File: config.mk
export PLATFORM = sky130hd
export DESIGN_NAME = vga_pong_renderer
export DESIGN_NICKNAME = d
export VERILOG_FILES = /design/src/rtl/vga_game_pkg.sv /design/src/rtl/vga_frame_tick.sv /design/src/rtl/vga_pong_renderer.sv
export SDC_FILE = /design/constraint.sdc
export NUM_CORES = 1
export LEC_CHECK = 0
export ABC_AREA = 0
export BUFFER_PORTS_ARGS = -buffer_cell sky130_fd_sc_hd__buf_2
export CORE_MARGIN = 5
export CORE_UTILIZATION = 45
export CTS_BUF_LIST = sky130_fd_sc_hd__clkbuf_4
export DETAILED_ROUTE_END_ITERATION = 16
export GPL_ROUTABILITY_DRIVEN = 0
export PLACE_DENSITY = 0.75
export SETUP_SLACK_MARGIN = 0.1
export SLEW_MARGIN = 20
export SYNTH_ARGS = -nofsm -noshare
export SYNTH_HDL_FRONTEND = slang
export SYNTH_SLANG_ARGS = --single-unit
File: constraint.sdc
create_clock -name clk -period 5.1 [get_ports clk]
set_clock_uncertainty 0.1 [all_clocks]
set_input_delay 1.02 -clock clk [delete_from_list [all_inputs] [get_ports clk]]
set_output_delay 1.02 -clock clk [all_outputs]
set_load 0.1 [all_outputs]
File: src/rtl/vga_game_pkg.sv
// Shared timing constants, game state encoding and colours for the VGA pong renderer.
package vga_game_pkg;

  localparam int unsigned VGA_H_ACT_START = 144;
  localparam int unsigned VGA_V_ACT_START = 35;
  localparam int unsigned VGA_H_ACTIVE    = 640;
  localparam int unsigned VGA_V_ACTIVE    = 480;

  typedef enum logic [1:0] {
    SERVE,
    PLAY,
    MISS
  } game_state_t;

  typedef struct packed {
    logic [3:0] r;
    logic [3:0] g;
    logic [3:0] b;
  } rgb12_t;

  localparam rgb12_t COL_BALL   = 12'hF00;
  localparam rgb12_t COL_PADDLE = 12'hFFF;
  localparam rgb12_t COL_BORDER = 12'h0F0;
  localparam rgb12_t COL_BG     = 12'h000;

endpackage

File: src/rtl/vga_frame_tick.sv
// One-cycle pulse on the first cycle y reaches the end of the active area.
module vga_frame_tick
  import vga_game_pkg::*;
#(
  parameter int unsigned V_END = VGA_V_ACT_START + VGA_V_ACTIVE
) (
  input  logic        clk,
  input  logic        rst,
  input  logic [15:0] y,
  output logic        tick
);

  logic at_end;
  logic at_end_q;

  assign at_end = (y == 16'(V_END));

  always_ff @(posedge clk) begin
    if (rst) at_end_q <= 1'b0;
    else     at_end_q <= at_end;
  end

  assign tick = at_end & ~at_end_q;

endmodule

File: src/rtl/vga_pong_renderer.sv
// One-player pong: per-frame game update plus registered 12-bit pixel output.
// Optional 4-pixel green border enabled by defining VGA_RENDER_BORDER_EN.
module vga_pong_renderer
  import vga_game_pkg::*;
#(
  parameter int unsigned H_ACT_START  = VGA_H_ACT_START,
  parameter int unsigned V_ACT_START  = VGA_V_ACT_START,
  parameter int unsigned H_ACTIVE     = VGA_H_ACTIVE,
  parameter int unsigned V_ACTIVE     = VGA_V_ACTIVE,
  parameter int unsigned PAD_X        = 16,
  parameter int unsigned PAD_W        = 8,
  parameter int unsigned PAD_H        = 64,
  parameter int unsigned BALL         = 8,
  parameter int unsigned PAD_SPEED    = 4,
  parameter int unsigned BALL_SPEED   = 2,
  parameter int unsigned SERVE_FRAMES = 60
) (
  input  logic        clk,
  input  logic        rst,
  input  logic [15:0] x,
  input  logic [15:0] y,
  input  logic        Hsynq,
  input  logic        Vsynq,
  input  logic        btn_up,
  input  logic        btn_down,
  output logic [3:0]  red,
  output logic [3:0]  green,
  output logic [3:0]  blue,
  output logic        Hsynq_o,
  output logic        Vsynq_o,
  output logic [7:0]  hits,
  output logic [7:0]  misses
);

  localparam logic [10:0] PAD_L   = 11'(PAD_X);
  localparam logic [10:0] PAD_R   = 11'(PAD_X + PAD_W);
  localparam logic [10:0] PH      = 11'(PAD_H);
  localparam logic [10:0] BSZ     = 11'(BALL);
  localparam logic [10:0] BSPD    = 11'(BALL_SPEED);
  localparam logic [10:0] PSPD    = 11'(PAD_SPEED);
  localparam logic [10:0] BX_MAX  = 11'(H_ACTIVE - BALL);
  localparam logic [10:0] BY_MAX  = 11'(V_ACTIVE - BALL);
  localparam logic [10:0] PAD_MAX = 11'(V_ACTIVE - PAD_H);
  localparam logic [10:0] CX      = 11'((H_ACTIVE - BALL) / 2);
  localparam logic [10:0] CY      = 11'((V_ACTIVE - BALL) / 2);
  localparam logic [10:0] PAD_RST = 11'((V_ACTIVE - PAD_H) / 2);
  localparam logic [7:0]  SF      = 8'(SERVE_FRAMES);

  logic tick;

  vga_frame_tick #(.V_END(V_ACT_START + V_ACTIVE)) u_tick (
    .clk  (clk),
    .rst  (rst),
    .y    (y),
    .tick (tick)
  );

  game_state_t state, n_state;
  logic [10:0] pad_y, n_pad, bx, n_bx, by, n_by;
  logic        dx, n_dx, dy, n_dy;
  logic [7:0]  serve_cnt, n_cnt, n_hits, n_misses;
  logic        hit, lost;

  always_ff @(posedge clk) begin
    if (rst) begin
      state     <= SERVE;
      serve_cnt <= '0;
      pad_y     <= PAD_RST;
      bx        <= CX;
      by        <= CY;
      dx        <= 1'b1;
      dy        <= 1'b1;
      hits      <= '0;
      misses    <= '0;
    end else begin
      state     <= n_state;
      serve_cnt <= n_cnt;
      pad_y     <= n_pad;
      bx        <= n_bx;
      by        <= n_by;
      dx        <= n_dx;
      dy        <= n_dy;
      hits      <= n_hits;
      misses    <= n_misses;
    end
  end

  always_comb begin
    n_state  = state;
    n_cnt    = serve_cnt;
    n_pad    = pad_y;
    n_bx     = bx;
    n_by     = by;
    n_dx     = dx;
    n_dy     = dy;
    n_hits   = hits;
    n_misses = misses;
    hit      = 1'b0;
    lost     = 1'b0;
    if (tick) begin
      if (btn_up && !btn_down)
        n_pad = (pad_y < PSPD) ? '0 : pad_y - PSPD;
      else if (btn_down && !btn_up)
        n_pad = (pad_y + PSPD > PAD_MAX) ? PAD_MAX : pad_y + PSPD;

      unique case (state)
        SERVE: begin
          n_bx = CX;
          n_by = CY;
          n_dx = 1'b1;
          if (serve_cnt + 8'd1 == SF) begin
            n_state = PLAY;
            n_cnt   = '0;
          end else begin
            n_cnt = serve_cnt + 8'd1;
          end
        end
        PLAY: begin
          // Hit test uses the paddle position from before this tick's move.
          hit  = !dx && bx >= PAD_R && bx - BSPD <= PAD_R &&
                 by + BSZ > pad_y && by < pad_y + PH;
          lost = !hit && !dx && bx < BSPD;
          if (hit) begin
            n_bx   = PAD_R;
            n_dx   = 1'b1;
            n_hits = hits + 8'd1;
          end else if (lost) begin
            n_state  = MISS;
            n_misses = misses + 8'd1;
          end else if (dx && bx + BSPD >= BX_MAX) begin
            n_bx = BX_MAX;
            n_dx = 1'b0;
          end else begin
            n_bx = dx ? bx + BSPD : bx - BSPD;
          end
          if (!lost) begin
            if (!dy && by < BSPD) begin
              n_by = '0;
              n_dy = 1'b1;
            end else if (dy && by + BSPD >= BY_MAX) begin
              n_by = BY_MAX;
              n_dy = 1'b0;
            end else begin
              n_by = dy ? by + BSPD : by - BSPD;
            end
          end
        end
        MISS: begin
          n_state = SERVE;
          n_bx    = CX;
          n_by    = CY;
          n_dx    = 1'b1;
        end
        default: n_state = SERVE;
      endcase
    end
  end

  logic        active, on_ball, on_pad, on_border;
  logic [9:0]  px, py;
  logic [10:0] px11, py11;
  rgb12_t      pix;

  assign active = (x >= 16'(H_ACT_START)) && (x < 16'(H_ACT_START + H_ACTIVE)) &&
                  (y >= 16'(V_ACT_START)) && (y < 16'(V_ACT_START + V_ACTIVE));
  assign px   = 10'(x - 16'(H_ACT_START));
  assign py   = 10'(y - 16'(V_ACT_START));
  assign px11 = {1'b0, px};
  assign py11 = {1'b0, py};

  assign on_ball = px11 >= bx && px11 < bx + BSZ && py11 >= by && py11 < by + BSZ;
  assign on_pad  = px11 >= PAD_L && px11 < PAD_R && py11 >= pad_y && py11 < pad_y + PH;
`ifdef VGA_RENDER_BORDER_EN
  assign on_border = px < 10'd4 || px >= 10'(H_ACTIVE - 4) ||
                     py < 10'd4 || py >= 10'(V_ACTIVE - 4);
`else
  assign on_border = 1'b0;
`endif

  always_comb begin
    pix = COL_BG;
    if (!active)        pix = '0;
    else if (on_ball)   pix = COL_BALL;
    else if (on_pad)    pix = COL_PADDLE;
    else if (on_border) pix = COL_BORDER;
  end

  always_ff @(posedge clk) begin
    if (rst) begin
      red     <= '0;
      green   <= '0;
      blue    <= '0;
      Hsynq_o <= 1'b0;
      Vsynq_o <= 1'b0;
    end else begin
      red     <= pix.r;
      green   <= pix.g;
      blue    <= pix.b;
      Hsynq_o <= Hsynq;
      Vsynq_o <= Vsynq;
    end
  end

endmodule

# Yosys cells after proc, flatten, opt, wreduce, memory -nomap -nowiden
# Cells that the tools add are included.
# word_totals
regBits	76
out_inout_bits	30
elab_cells	134
# classes
addsub	14
order_cmp	22
n_eq_ne	10
n_mux	27
bitwise	5
n_reduce_logical	41
# op_table
operator	n
$mux 11	12
$pmux 11 s2	2
$ge 10x11->1	3
$lt 10x11->1	3
$lt 16x10->1 const B	2
$add 8x1->8 const B	3
$mux 12	2
$add 11x2->11 const B	2
$add 11x4->11 const B	2
$lt 11x2->1 const B	2
$sub 11x2->11 const B	2
$logic_and 1x1->1	20
$eq 16x10->1 const B	1
$ge 16x6->1 const B	1
$ge 16x8->1 const B	1
$reduce_and 4->1	4
$add 11x3->11 const B	1
$add 11x7->11 const B	1
$ge 11x10->1 const B	1
$ge 11x5->1 const B	1
$ge 11x9->1 const B	1
$gt 11x11->1	1
$gt 11x9->1 const B	1
$le 11x5->1 const B	1
other kinds (26)	49

# Depth between registers and ports, before layout
# Gate-level depths: netlist (run 1).
# depth
word_depth	11
mapped_depth	12

# By module
# From an unflattened synthesis (run 1), not the netlist that was laid out.
# hier_totals
hier_cells	836
hier_area_um2	6352.3
# modules_own_cells
module	instances	cells_per_inst	area_each_um2	seq_area_each_um2
vga_pong_renderer	1	828	6266.0	1221.2
vga_frame_tick	1	8	86.3	20.0

# Worst setup path before layout (run 1)
# OpenSTA, ideal clock, no wires.
# synth_path
path_type	input to register
startpoint	input port y[0]
endpoint	register green[2]
arrival_time_ns	3.553
required_time_ns	4.930
path_slack_ns	1.377
cell_stages	10
n_path_buf	0
cell_sequence	ha_1 -> o41ai_1 -> nand2_1 -> xnor2_1 -> ha_1 -> o21a_1 -> o211ai_1 -> or4_1 -> a2111oi_0 -> a21boi_1
# synth_via
elab_chain_cells	5
elab_cells_between_ends	16
classes_between	1 x add/sub; 6 x order compare; 1 x mux; 1 x bitwise; 7 x reduce/logical
# synth_rtl
item	line_no	source
start, declared	vga_pong_renderer.sv:21	input logic [15:0] y,
$sub 10x6->10 or $ge 16x6->1 (tied branches)	vga_pong_renderer.sv:167, vga_pong_renderer.sv:165	
$ge 10x11->1, or another cell as far along	vga_pong_renderer.sv:171	assign on_ball = px11 >= bx && px11 < bx + BSZ && py11 >= by && py11 < by + BSZ;
$logic_and 1x1->1 (on tied branches)	vga_pong_renderer.sv:171, vga_pong_renderer.sv:165, vga_pong_renderer.sv:172	
$logic_and 1x1->1, or another cell as far along	vga_pong_renderer.sv:171	
$reduce_or 3->1 (no line) or $mux 12 (tied branches)	n/a	
end signal, assigned	vga_pong_renderer.sv:197	green <= pix.g;
end, declared	vga_pong_renderer.sv:27	output logic [3:0] green,
# Several ways; a longest one is shown, not always the timed one.
# A chain may end at the register's enable or synchronous reset.

# Worst setup path after layout (run 1)
# layout_path
startpoint	register pad_y[6]
endpoint	register hits[7]
# layout_via
elab_chain_cells	4
elab_cells_between_ends	6
classes_between	1 x add/sub; 2 x order compare; 3 x reduce/logical
# layout_rtl
item	line_no	source
start, declared	vga_pong_renderer.sv:59	logic [10:0] pad_y, n_pad, bx, n_bx, by, n_by;
start signal, assigned	vga_pong_renderer.sv:78	pad_y <= n_pad;
$add 11x7->11 or $gt 11x11->1 (tied branches)	vga_pong_renderer.sv:121	by + BSZ > pad_y && by < pad_y + PH;
$lt 11x11->1 or $logic_and 1x1->1 (tied branches)	vga_pong_renderer.sv:121, vga_pong_renderer.sv:120	
$logic_and 1x1->1 *	vga_pong_renderer.sv:121	
$reduce_and 3->1 (no line) *	n/a	
end signal, assigned	vga_pong_renderer.sv:83	hits <= n_hits;
end, declared	vga_pong_renderer.sv:31	output logic [7:0] hits,
# Every way passes the cells marked *; elsewhere a longest branch is shown, timed or not.

==> results of run 1 <==
==> metal layers <==
layer / GRT usage / vias up / share of wire
li1: - / 3087 / -
met1: 0.279 / 2940 / 0.45
met3: 0.0308 / 42 / 0.071
met2: 0.333 / 258 / 0.46
met5: 0 / - / 0
met4: 0.0712 / 0 / 0.024
==> power by group through the flow <==
| stage | Combinational (µW) | Clock (µW) | Sequential (µW) |
|---|---|---|---|
| 5_1_grt | 159 | 349 | 485 |
| 2_1_floorplan | 84.9 | 0 | 502 |
| 3_5_place_dp | 139 | 0 | 496 |
| 3_3_place_gp | 137 | 0 | 496 |
| 6_report | 140 | 317 | 485 |
| 4_1_cts | 140 | 326 | 485 |
==> worst min-delay path: stages (launching register included) <==
cell,delay [ps]
dfxtp_1,360
nand4_1,70
a21oi_1,60
==> sequential cells by signal (all words and copies together) (netlist names) <==
signal           cells
bx                  10
by                  10
pad_y                9
hits                 8
misses               8
serve_cnt            8
state                2
Hsynq_o              1
Vsynq_o              1
dx                   1
dy                   1
green                1
red                  1
u_tick.at_end_q      1
==> synth_stat cells (4+ instances only) <==
| cell | count |
|---|---|
| a311oi_1 | 5 |
| inv_1 | 57 |
| a21boi_0 | 5 |
| buf_4 | 10 |
| nand2b_1 | 6 |
| o2111ai_1 | 4 |
| nor2b_1 | 11 |
| nor3_1 | 21 |
| o211ai_1 | 12 |
| a2111oi_0 | 7 |
| o21ai_0 | 44 |
| nand4_1 | 29 |
| and3_1 | 20 |
| nor4_1 | 13 |
| or3_1 | 14 |
| xor2_1 | 22 |
| a21oi_1 | 49 |
| ha_1 | 84 |
| a21o_1 | 9 |
| xnor2_1 | 33 |
| a211oi_1 | 11 |
| or4_1 | 6 |
| and4_1 | 8 |
| clkbuf_1 | 27 |
| o31ai_1 | 7 |
| nor2_1 | 75 |
| dfxtp_1 | 62 |
| nand3_1 | 29 |
| mux2i_1 | 4 |
| a31oi_1 | 13 |
| nand2_1 | 48 |
| o21a_1 | 11 |
==> cell type report <==
type                    instances  area [µm²]  share of cell area
repair buffers                 68         343              0.0508
clock buffers                   9        67.6              0.0100
well taps                     180         225              0.0334
flip-flops and latches         62        1240               0.184
diodes                          1        2.50            0.000371
inverters                      59         221              0.0328
clock inverters                 7        47.5             0.00705
multi-input cells             653        4590               0.681
==> logic make-up after synthesis <==
logic type / Yosys count
multiplexers: 5
buffers and inverters: 103
XOR/XNOR: 55
AND/OR/NAND/NOR: 301
flip-flops: 62
adder cells (fa/ha/maj): 84
AO/OA/AOI/OAI: 208
==> metrics by stage <==
step,util,instance area [µm²],cells,worst slack (ps),total power (µW)
floorplan,-,6270,818,1380,587
CTS,0.489,6740,1038,1070,951
global placement,0.481,6630,1022,954,633
finish,0.490,6740,1039,1030,943
detailed placement,0.481,6630,1022,704,635
global route,0.490,6740,1039,798,994
==> worst max path at each step <==
stage	from	endpoint	slack (ps)	cells past startpoint
after detailed placement	y[0]	green[2]$_SDFF_PP0_	700	11
after CTS	pad_y[6]$_SDFFE_PP1P_	hits[7]$_SDFFE_PP0P_	1070	11
final	pad_y[6]$_SDFFE_PP1P_	hits[7]$_SDFFE_PP0P_	1030	11
after floorplan	y[0]	green[2]$_SDFF_PP0_	1380	10
after global placement	y[0]	green[2]$_SDFF_PP0_	950	11
after global routing	pad_y[6]$_SDFFE_PP1P_	hits[7]$_SDFFE_PP0P_	800	11
==> metrics.txt, run 1 <==
final worst-path cycle share 0.798; die area 16,400 µm²; Logic pwr share 0.149; via count 6,327; Seq cells post-synth 62; hold path depth 2; Boundary Pins 68; count of final setup violators 0; status complete, no violations; wire per inst 16.5 µm; max-cap viol count 0; routed vias/inst 6.09; Worst setup EP type flip-flop; Worst Hold End hits[6]$_SDFFE_PP0P_; DP HPWL 13,100 µm; kind of cell adding the most delay to the critical path simple AND/OR/NAND/NOR gates; reg2reg path depth 11; Cell Chain, Critical Path ha_1 -> nand3_1 -> xnor2_1 -> ha_1 -> a2111oi_0 -> o31ai_1 -> nor4b_1 -> nand4_1 -> nor4_4 -> and4_1 -> mux2_1; Hold Crit Class flip-flop to flip-flop; 1st-iter DRT viols 706; WP data arrival 4300 ps; clock slew at reported path FFs 120 ps; post-CTS sizing 0; Min-Delay Startpoint hits[5]$_SDFFE_PP0P_; most frequent cells in the layout ha_1, nor2_1, buf_2; Die X 128 µm; critical path's most frequent cell ha_1; leading post-synthesis cells by cell area dfxtp_1, ha_1, xnor2_1, nor2_1, a21oi_1; worst-skew pair later-pin latency 440 ps; CTS buffer count 9; Post CTS Setup Buffer Count 0; switching part of the total power 0.320; adder-cell share of the synthesized area 0.168; Die Ht 128 µm; Cell variety after synth 71; fmax 0.246 GHz; Max-Slew Margin vs Limit 0.371; RR Startpoint pad_y[6]$_SDFFE_PP1P_; main combinational cell family by area after synthesis simple AND/OR/NAND/NOR gates; P&R area growth vs syn 7.52%; synth warn 0; clock buffer depth 2; CP bufs+invs 0; Fin. Hold Viols 0; DRC Markers 0; core region area 13,800 µm²; hold slack 423 ps; hold_buf cts 0; most common cell after layout, fill and taps aside ha_1; Pins Over Slew Limit 0; Async S/R FF share, synth 0; CP max-delay cell dfxtp_1; worst path required time 5330 ps; vias in the first global route 5,621; drt total wl 17,200 µm; Starting Density 0.455; total grt overflow 0; Row Count 43; sequential area share after synthesis 0.198; initial antenna violation count 1; Compound-Gate Fraction of Synth Area 0.220; First-pass DRT Iterations 5; critical path class flip-flop to flip-flop; synthesized instance count 818; Yosys top cell by area dfxtp_1; Main synth FF type dfxtp_1; worst slew pin tran 944 ps; first-pass GRT wire length 27,800 µm; CTS tree done; Psw 302 µW; Clock power frac 0.336; CP Max Fanout 10; Mapped Area 6270 µm²; mux cell area share after synthesis 0.00818; largest net degree at the start of global routing 37; min Tclk post-route 4070 ps; Max H-tree Level 3; Root Driver clkbuf_4; reg2reg setup slack 1030 ps; gr usage total 0.206; Pint 641 µW; max incr delay on CP 560 ps; syn nets 940; worst vdd ir 0.000115 V; RSZ-0062 raised after global routing no; XOR/XNOR Fraction of Synth Area 0.0768; Post-synth EDFFs 0; reg2reg end hits[7]$_SDFFE_PP0P_; mean post-synth cell area 7.67 µm²; Leakage 0.00280 µW; simple-gate share of the synthesized area 0.260; nets 975; part of the power in registers 0.515; share of cells above drive strength 1 0.113; startpoint types flip-flop; ANT nets after route 0; fill count 1,408; Final TNS setup 0 ps; post-synth top area share 0.198; # clock sinks 62; port bufs 67; cell area power density 140 nW/µm²
No activity file was read; power rests on OpenSTA's default activity.
==> inputs of run 2 (changes only) <==
ABC_AREA = 1   (was 0)
clock period = 4 ns   (was 5.1 ns; I/O delays follow)
==> run 2 against run 1 <==
Against the previous run:
- non-clock buffer count grew 2
- fmax grew 34%
- die area grew 3.4%
- cell area grew 4.3%
- via count grew 4.5%
- hold slack lost 67 ps
- register-to-register slack lost 60 ps
- sequential cell count is the same
- largest cell class unchanged
- highest routed layer unchanged
==> metrics.txt, run 2 <==
status complete, no violations; Max-Slew Margin vs Limit 0.555 (+0.184); first-pass GRT wire length 27,400 µm (-1.5%); worst slew pin tran 661 ps (-283 ps); Cell Chain, Critical Path ha_1 -> nand2_1 -> nor2_1 -> xor2_1 -> inv_1 -> ha_1 -> nand2_1 -> nor4_1 -> nor2_1 -> nor2_4 -> nand4_1 -> o21ai_0 -> a21oi_1; CTS buffer count 9 (unchanged); startpoint types flip-flop; Mapped Area 6500 µm² (+3.7%); clock slew at reported path FFs 130 ps (about the same); final worst-path cycle share 0.756 (-0.0415); Hold Crit Class flip-flop to flip-flop; most common cell after layout, fill and taps aside nand2_1; leading post-synthesis cells by cell area dfxtp_1, ha_1, nand2_1, inv_1, nor2_1; RR Startpoint by[3]$_SDFFE_PP1P_; dpl cells 1,239 (+21%); Seq cells post-synth 62 (unchanged); DP HPWL 13,200 µm (+0.58%); largest net degree at the start of global routing 25 (-32%); worst-skew pair later-pin latency 480 ps (+40 ps); Max H-tree Level 3 (unchanged); CP Max Fanout 8 (-2); Worst Hold End serve_cnt[5]$_SDFFE_PP0P_; share of cells above drive strength 1 0.121 (+0.00833); Die Ht 130 µm (+1.7%); synthesized instance count 1,015 (+24%); routed vias/inst 5.27 (-14%); reg2reg path depth 13 (+2); critical path class flip-flop to flip-flop; count of final setup violators 0 (unchanged); most frequent cells in the layout nand2_1, inv_1, nor2_1; kind of cell adding the most delay to the critical path simple AND/OR/NAND/NOR gates; cell area power density 183 nW/µm² (+31%); CP max-delay cell dfxtp_1; Post-synth EDFFs 0 (unchanged); RSZ-0062 raised after global routing no; hold_buf cts 0 (unchanged); die area 17,000 µm² (+3.4%); vias in the first global route 5,836 (+3.8%); Worst setup EP type flip-flop; port bufs 67 (unchanged); hold slack 357 ps (-66.6 ps); Async S/R FF share, synth 0 (unchanged); mean post-synth cell area 6.41 µm² (-16%); synth warn 0 (unchanged); n_diodes 0 (-1); DRC Markers 0 (unchanged); Row Count 44 (+2.3%); gr usage total 0.200 (-0.00547); syn nets 1,137 (+21%); min Tclk post-route 3030 ps (-1040 ps); wire per inst 13.3 µm (-20%); max-cap viol count 0 (unchanged); nets 1,188 (+22%); WP data arrival 3290 ps (-1010 ps); worst vdd ir 0.000197 V (+71%); max incr delay on CP 540 ps (-20 ps); Yosys top cell by area dfxtp_1; largest registers bx (10), by (10), pad_y (9); fin cells 1,255 (+21%); Final TNS setup 0 ps (unchanged); reg2reg end hits[0]$_SDFFE_PP0P_; Post CTS Setup Buffer Count 0 (unchanged); Root Driver clkbuf_4; reg2reg setup slack 970 ps (-60 ps); worst path required time 4260 ps (-1070 ps); First-pass DRT Iterations 7 (+2); Boundary Pins 68 (unchanged); clock buffer depth 2 (unchanged); Leakage 0.00344 µW (+23%); Die X 130 µm (+1.7%); via count 6,609 (+4.5%); fmax 0.331 GHz (+34%); CTS tree done; Main synth FF type dfxtp_1; ANT nets after route 0 (unchanged); post-CTS sizing 0 (unchanged); Fin. Hold Viols 0 (unchanged); initial antenna violation count 0 (-1); 1st-iter DRT viols 460 (-35%); post-synth top area share 0.191 (-0.00705); Pins Over Slew Limit 0 (unchanged); Commonest cells post-synth nand2_1, inv_1, nor2_1; CP bufs+invs 1 (+1); P&R area growth vs syn 8.20%; dominant cell by count in the synthesized netlist nand2_1; Cell variety after synth 49 (-31%); hold path depth 1 (-1); total grt overflow 0 (unchanged); # clock sinks 62 (unchanged); sequential area share after synthesis 0.191 (-0.00705); Starting Density 0.453 (-0.00276); Min-Delay Startpoint serve_cnt[5]$_SDFFE_PP0P_; core region area 14,400 µm² (+4.3%); drt total wl 16,700 µm (-2.8%)
==> run 2: changes by cell type after synthesis, moves of 11 or more <==
cell      change
nand3_1      +25
nand4_1      -11
xnor2_1      -28
inv_1        +61
xor2_1       +18
a21oi_1      +26
nand2_1     +187
o21ai_0      +18
and3_1       -20
clkbuf_1     -19
inv_2        +15
or3_1        -14
nor2_1       +41
==> run 2: cell families (layout without fill, tap and decap cells) <==
kind of cell | count (synthesis) | count (layout) | synth area share
compound gates | 176 | 176 | 0.148
xor+xnor | 45 | 45 | 0.0606
fa+ha+maj | 84 | 84 | 0.162
buf+inv | 167 | 223 | 0.110
flops | 62 | 62 | 0.191
simple gates | 481 | 481 | 0.328
==> run 2: worst max path at each step <==
stage / startpoint / to / slack, ps / depth (start not counted)
floorplan: y[0] / green[2]$_SDFF_PP0_ / 1140 / 12
global placement: y[0] / green[2]$_SDFF_PP0_ / 800 / 13
detailed placement: y[0] / red[2]$_SDFF_PP0_ / 740 / 15
CTS: pad_y[6]$_SDFFE_PP1P_ / hits[3]$_SDFFE_PP0P_ / 960 / 18
global route: by[6]$_SDFFE_PP1P_ / hits[0]$_SDFFE_PP0P_ / 700 / 18
finish: by[3]$_SDFFE_PP1P_ / hits[0]$_SDFFE_PP0P_ / 970 / 13
==> run 2: where the power goes <==
part           total (µW)  switching, µW  internal, µW  leakage [µW]
Combinational         196            121          75.5       0.00286
Clock                 476            275           201     0.0000809
Sequential            618          0.186           618      0.000500
==> run 2: worst reg2reg max path, stage by stage, from the launching register on <==
cell and delay [ps]:
dfxtp_1 540, ha_1 250, nand2_1 100, nor2_1 190
xor2_1 220, inv_1 70, ha_1 270, nand2_1 60
nor4_1 250, nor2_1 140, nor2_4 150, nand4_1 250
o21ai_0 250, a21oi_1 60
==> run 2: cell type report <==
type	instances	area (µm²)
clock buffers	10	75.1
repair buffers	70	358
inverters	137	517
flip-flops and latches	62	1240
clock inverters	6	70.1
fillers	1455	7330
well taps	184	230
multi-input cells	786	4540
==> run 2: per-layer routing <==
metal	wire length, µm	share of wire	vias to the layer above	global-route usage
met1	7940	0.48	2930	0.278
met4	359	0.022	0	0.0605
met3	1200	0.072	27	0.0389
met2	7190	0.43	230	0.315
met5	0	0	-	0
li1	-	-	3422	-
==> run 2: per-stage QoR <==
step / total power, µW / utilization / setup WS (ps) / area [µm²]
floorplan: 767 / - / 1140 / 6500
global placement: 822 / 0.480 / 802 / 6890
detailed placement: 827 / 0.480 / 736 / 6890
CTS: 1310 / 0.490 / 960 / 7040
global route: 1360 / 0.490 / 701 / 7040
finish: 1290 / 0.490 / 975 / 7040
==> inputs of run 3 (changes only) <==
PLACE_DENSITY = 0.77   (was 0.75)
clock period = 2.45 ns   (was 4 ns; I/O delays follow)
==> run 3 against run 2 <==
Against the previous run:
- non-clock buffer count grew 124
- hold slack worse by 240 ps
- clock-buffer cell count is 1 lower
- sequential cell count did not move
- sequential power increased by 62%
- critical path depth up 6
- core utilization grew 9.9 points
- final cell count rose by 10%
- largest power group unchanged
- routed wire length grew 15%
- the run now ends with negative setup slack left
- sequential share of layout area decreased by 2.6 points
- combinational power is 96% higher
==> metrics.txt, run 3 (synthesis gave the netlist of run 2 again) <==
CTS tree done; count of final setup violators 13 (+13); Max H-tree Level 3 (unchanged); vias in the first global route 6,585 (+13%); First-pass DRT Iterations 7 (unchanged); nets 1,313 (+11%); min Tclk post-route 2630 ps (-393 ps); final setup margin -182 ps (-1160 ps); busiest grt layer met2; met3 Resource Use GR 0.0319 (-0.00696); worst slew pin tran 568 ps (-92.8 ps); fin cells 1,380 (+10%); critical path class flip-flop to flip-flop; Die Ht 130 µm (unchanged); status finished with violations; Cell Chain, Critical Path ha_4 -> nand2_4 -> inv_4 -> nand2_4 -> xor2_2 -> ha_1 -> nand2_1 -> nand2_1 -> nor2_1 -> nand3_1 -> nor2_1 -> nand2_1 -> nor2_4 -> nand3_4 -> nor2_8 -> nand3_2 -> nand2_2 -> nand2_1 -> nor2_1; via count 7,234 (+9.5%); largest registers bx (10), by (10), pad_y (9); clock buffer depth 2 (unchanged); Starting Density 0.453 (unchanged); max incr delay on CP 370 ps (-170 ps); max-cap viol count 0 (unchanged); fmax 0.380 GHz (+15%); critical path's most frequent cell nand2_1; Boundary Pins 68 (unchanged); cell area power density 256 nW/µm² (+39%); initial antenna violation count 0 (unchanged); CP max-delay cell dfxtp_2; CP Max Fanout 6 (-2); RSZ-0062 raised after global routing yes; Max-Slew Margin vs Limit 0.621 (+0.0661); WP data arrival 2930 ps (-360 ps); core region area 14,400 µm² (unchanged); dpl cells 1,338 (+8.0%); gr usage total 0.220 (+0.0196); total grt overflow 0 (unchanged); Leakage 0.00409 µW (+19%); worst-skew pair later-pin latency 450 ps (-30 ps); failing checks negative setup slack; worst path required time 2740 ps (-1520 ps); clock slew at reported path FFs 120 ps (about the same); drt total wl 19,300 µm (+15%); most frequent cells in the layout nand2_1, buf_4, inv_1; Die X 130 µm (unchanged); # clock sinks 62 (unchanged); DP HPWL 15,000 µm (+14%); Worst setup EP type flip-flop; most common cell after layout, fill and taps aside nand2_1; die area 17,000 µm² (unchanged); CP bufs+invs 1 (unchanged); final worst-path cycle share 1.07 (+0.318); port bufs 67 (unchanged); n_diodes 0 (unchanged); kind of cell adding the most delay to the critical path simple AND/OR/NAND/NOR gates; 1st-iter DRT viols 534 (+16%); Root Driver clkbuf_4; Pins Over Slew Limit 0 (unchanged); Design Area, Final 8460 µm² (+20%); met2 Use GR 0.360 (+0.0450); share of cells above drive strength 1 0.285 (+0.164); Cell Area, Placed 7760 µm² (+13%); startpoint types flip-flop; ANT nets after route 0 (unchanged); global routing usage on met1 0.290 (+0.0126); Fin. Hold Viols 0 (unchanged); CTS buffer count 9 (unchanged); worst vdd ir 0.000377 V (+91%); largest net degree at the start of global routing 22 (-12%); DRC Markers 0 (unchanged); Row Count 44 (unchanged); Place WS -259 ps (-995 ps); wire per inst 14.0 µm (+5.0%); Final TNS setup -1640 ps (-1640 ps); first-pass GRT wire length 30,300 µm (+10%); hold_buf cts 0 (unchanged); routed vias/inst 5.24 (-0.46%); Hold Crit Class input pin to flip-flop; Final Power 2160 µW (+68%); P&R area growth vs syn 30.1%
run 3: layout make-up:
| cell class | count | area (µm²) |
|---|---|---|
| multi-input combinational | 787 | 4950 |
| fill | 1298 | 5910 |
| sequential | 62 | 1270 |
| timing repair buffer | 194 | 1340 |
| tap | 184 | 230 |
| clock inverter | 7 | 80.1 |
| clock buffer | 9 | 67.6 |
| inverter | 137 | 520 |
run 3: worst reg2reg max path, delay by kind of cell, from the launching register on:
kind          cells  cell delay [ps]
buf+inv           1               60
simple gates     15             1390
xor+xnor          1              160
fa+ha+maj         2              490
flops             1              370
run 3: final timing paths:
| kind | slack, ps | from | cells after the start | to |
|---|---|---|---|---|
| worst max register to register | -180 | pad_y[7]$_SDFFE_PP1P_ | 19 | hits[7]$_SDFFE_PP0P_ |
| worst min-delay path | 120 | Vsynq | 3 | Vsynq_o$_SDFF_PP0_ |
| worst max-delay path | -180 | pad_y[7]$_SDFFE_PP1P_ | 19 | hits[7]$_SDFFE_PP0P_ |
| worst min register to register | 360 | serve_cnt[5]$_SDFFE_PP0P_ | 1 | serve_cnt[5]$_SDFFE_PP0P_ |
run 3: stage by stage:
stage / hold slack [ps] / util
2_1_floorplan: 322 / -
3_5_place_dp: 348 / 0.540
4_1_cts: 98.4 / 0.559
6_report: 118 / 0.589
3_3_place_gp: 340 / 0.540
5_1_grt: 122 / 0.589
run 3: timing repair:
action	in CTS	in global routing
cloned	1	0
endpoints found under the setup margin	16	41
buffers inserted	9	17
pin swaps	9	38
gates resized for setup	13	78
run 3: report_power, final:
part	leakage, µW	switching (µW)	total [µW]	internal, µW
logic	0.00351	219	385	167
registers	0.000500	0.363	1000	1000
clock network	0.0000814	454	777	323
run 3: routing by layer:
layer / vias to the layer above / wire length, µm
met5: - / 0
met4: 0 / 670
met3: 62 / 1010
met2: 228 / 8770
met1: 3264 / 8800
li1: 3680 / -
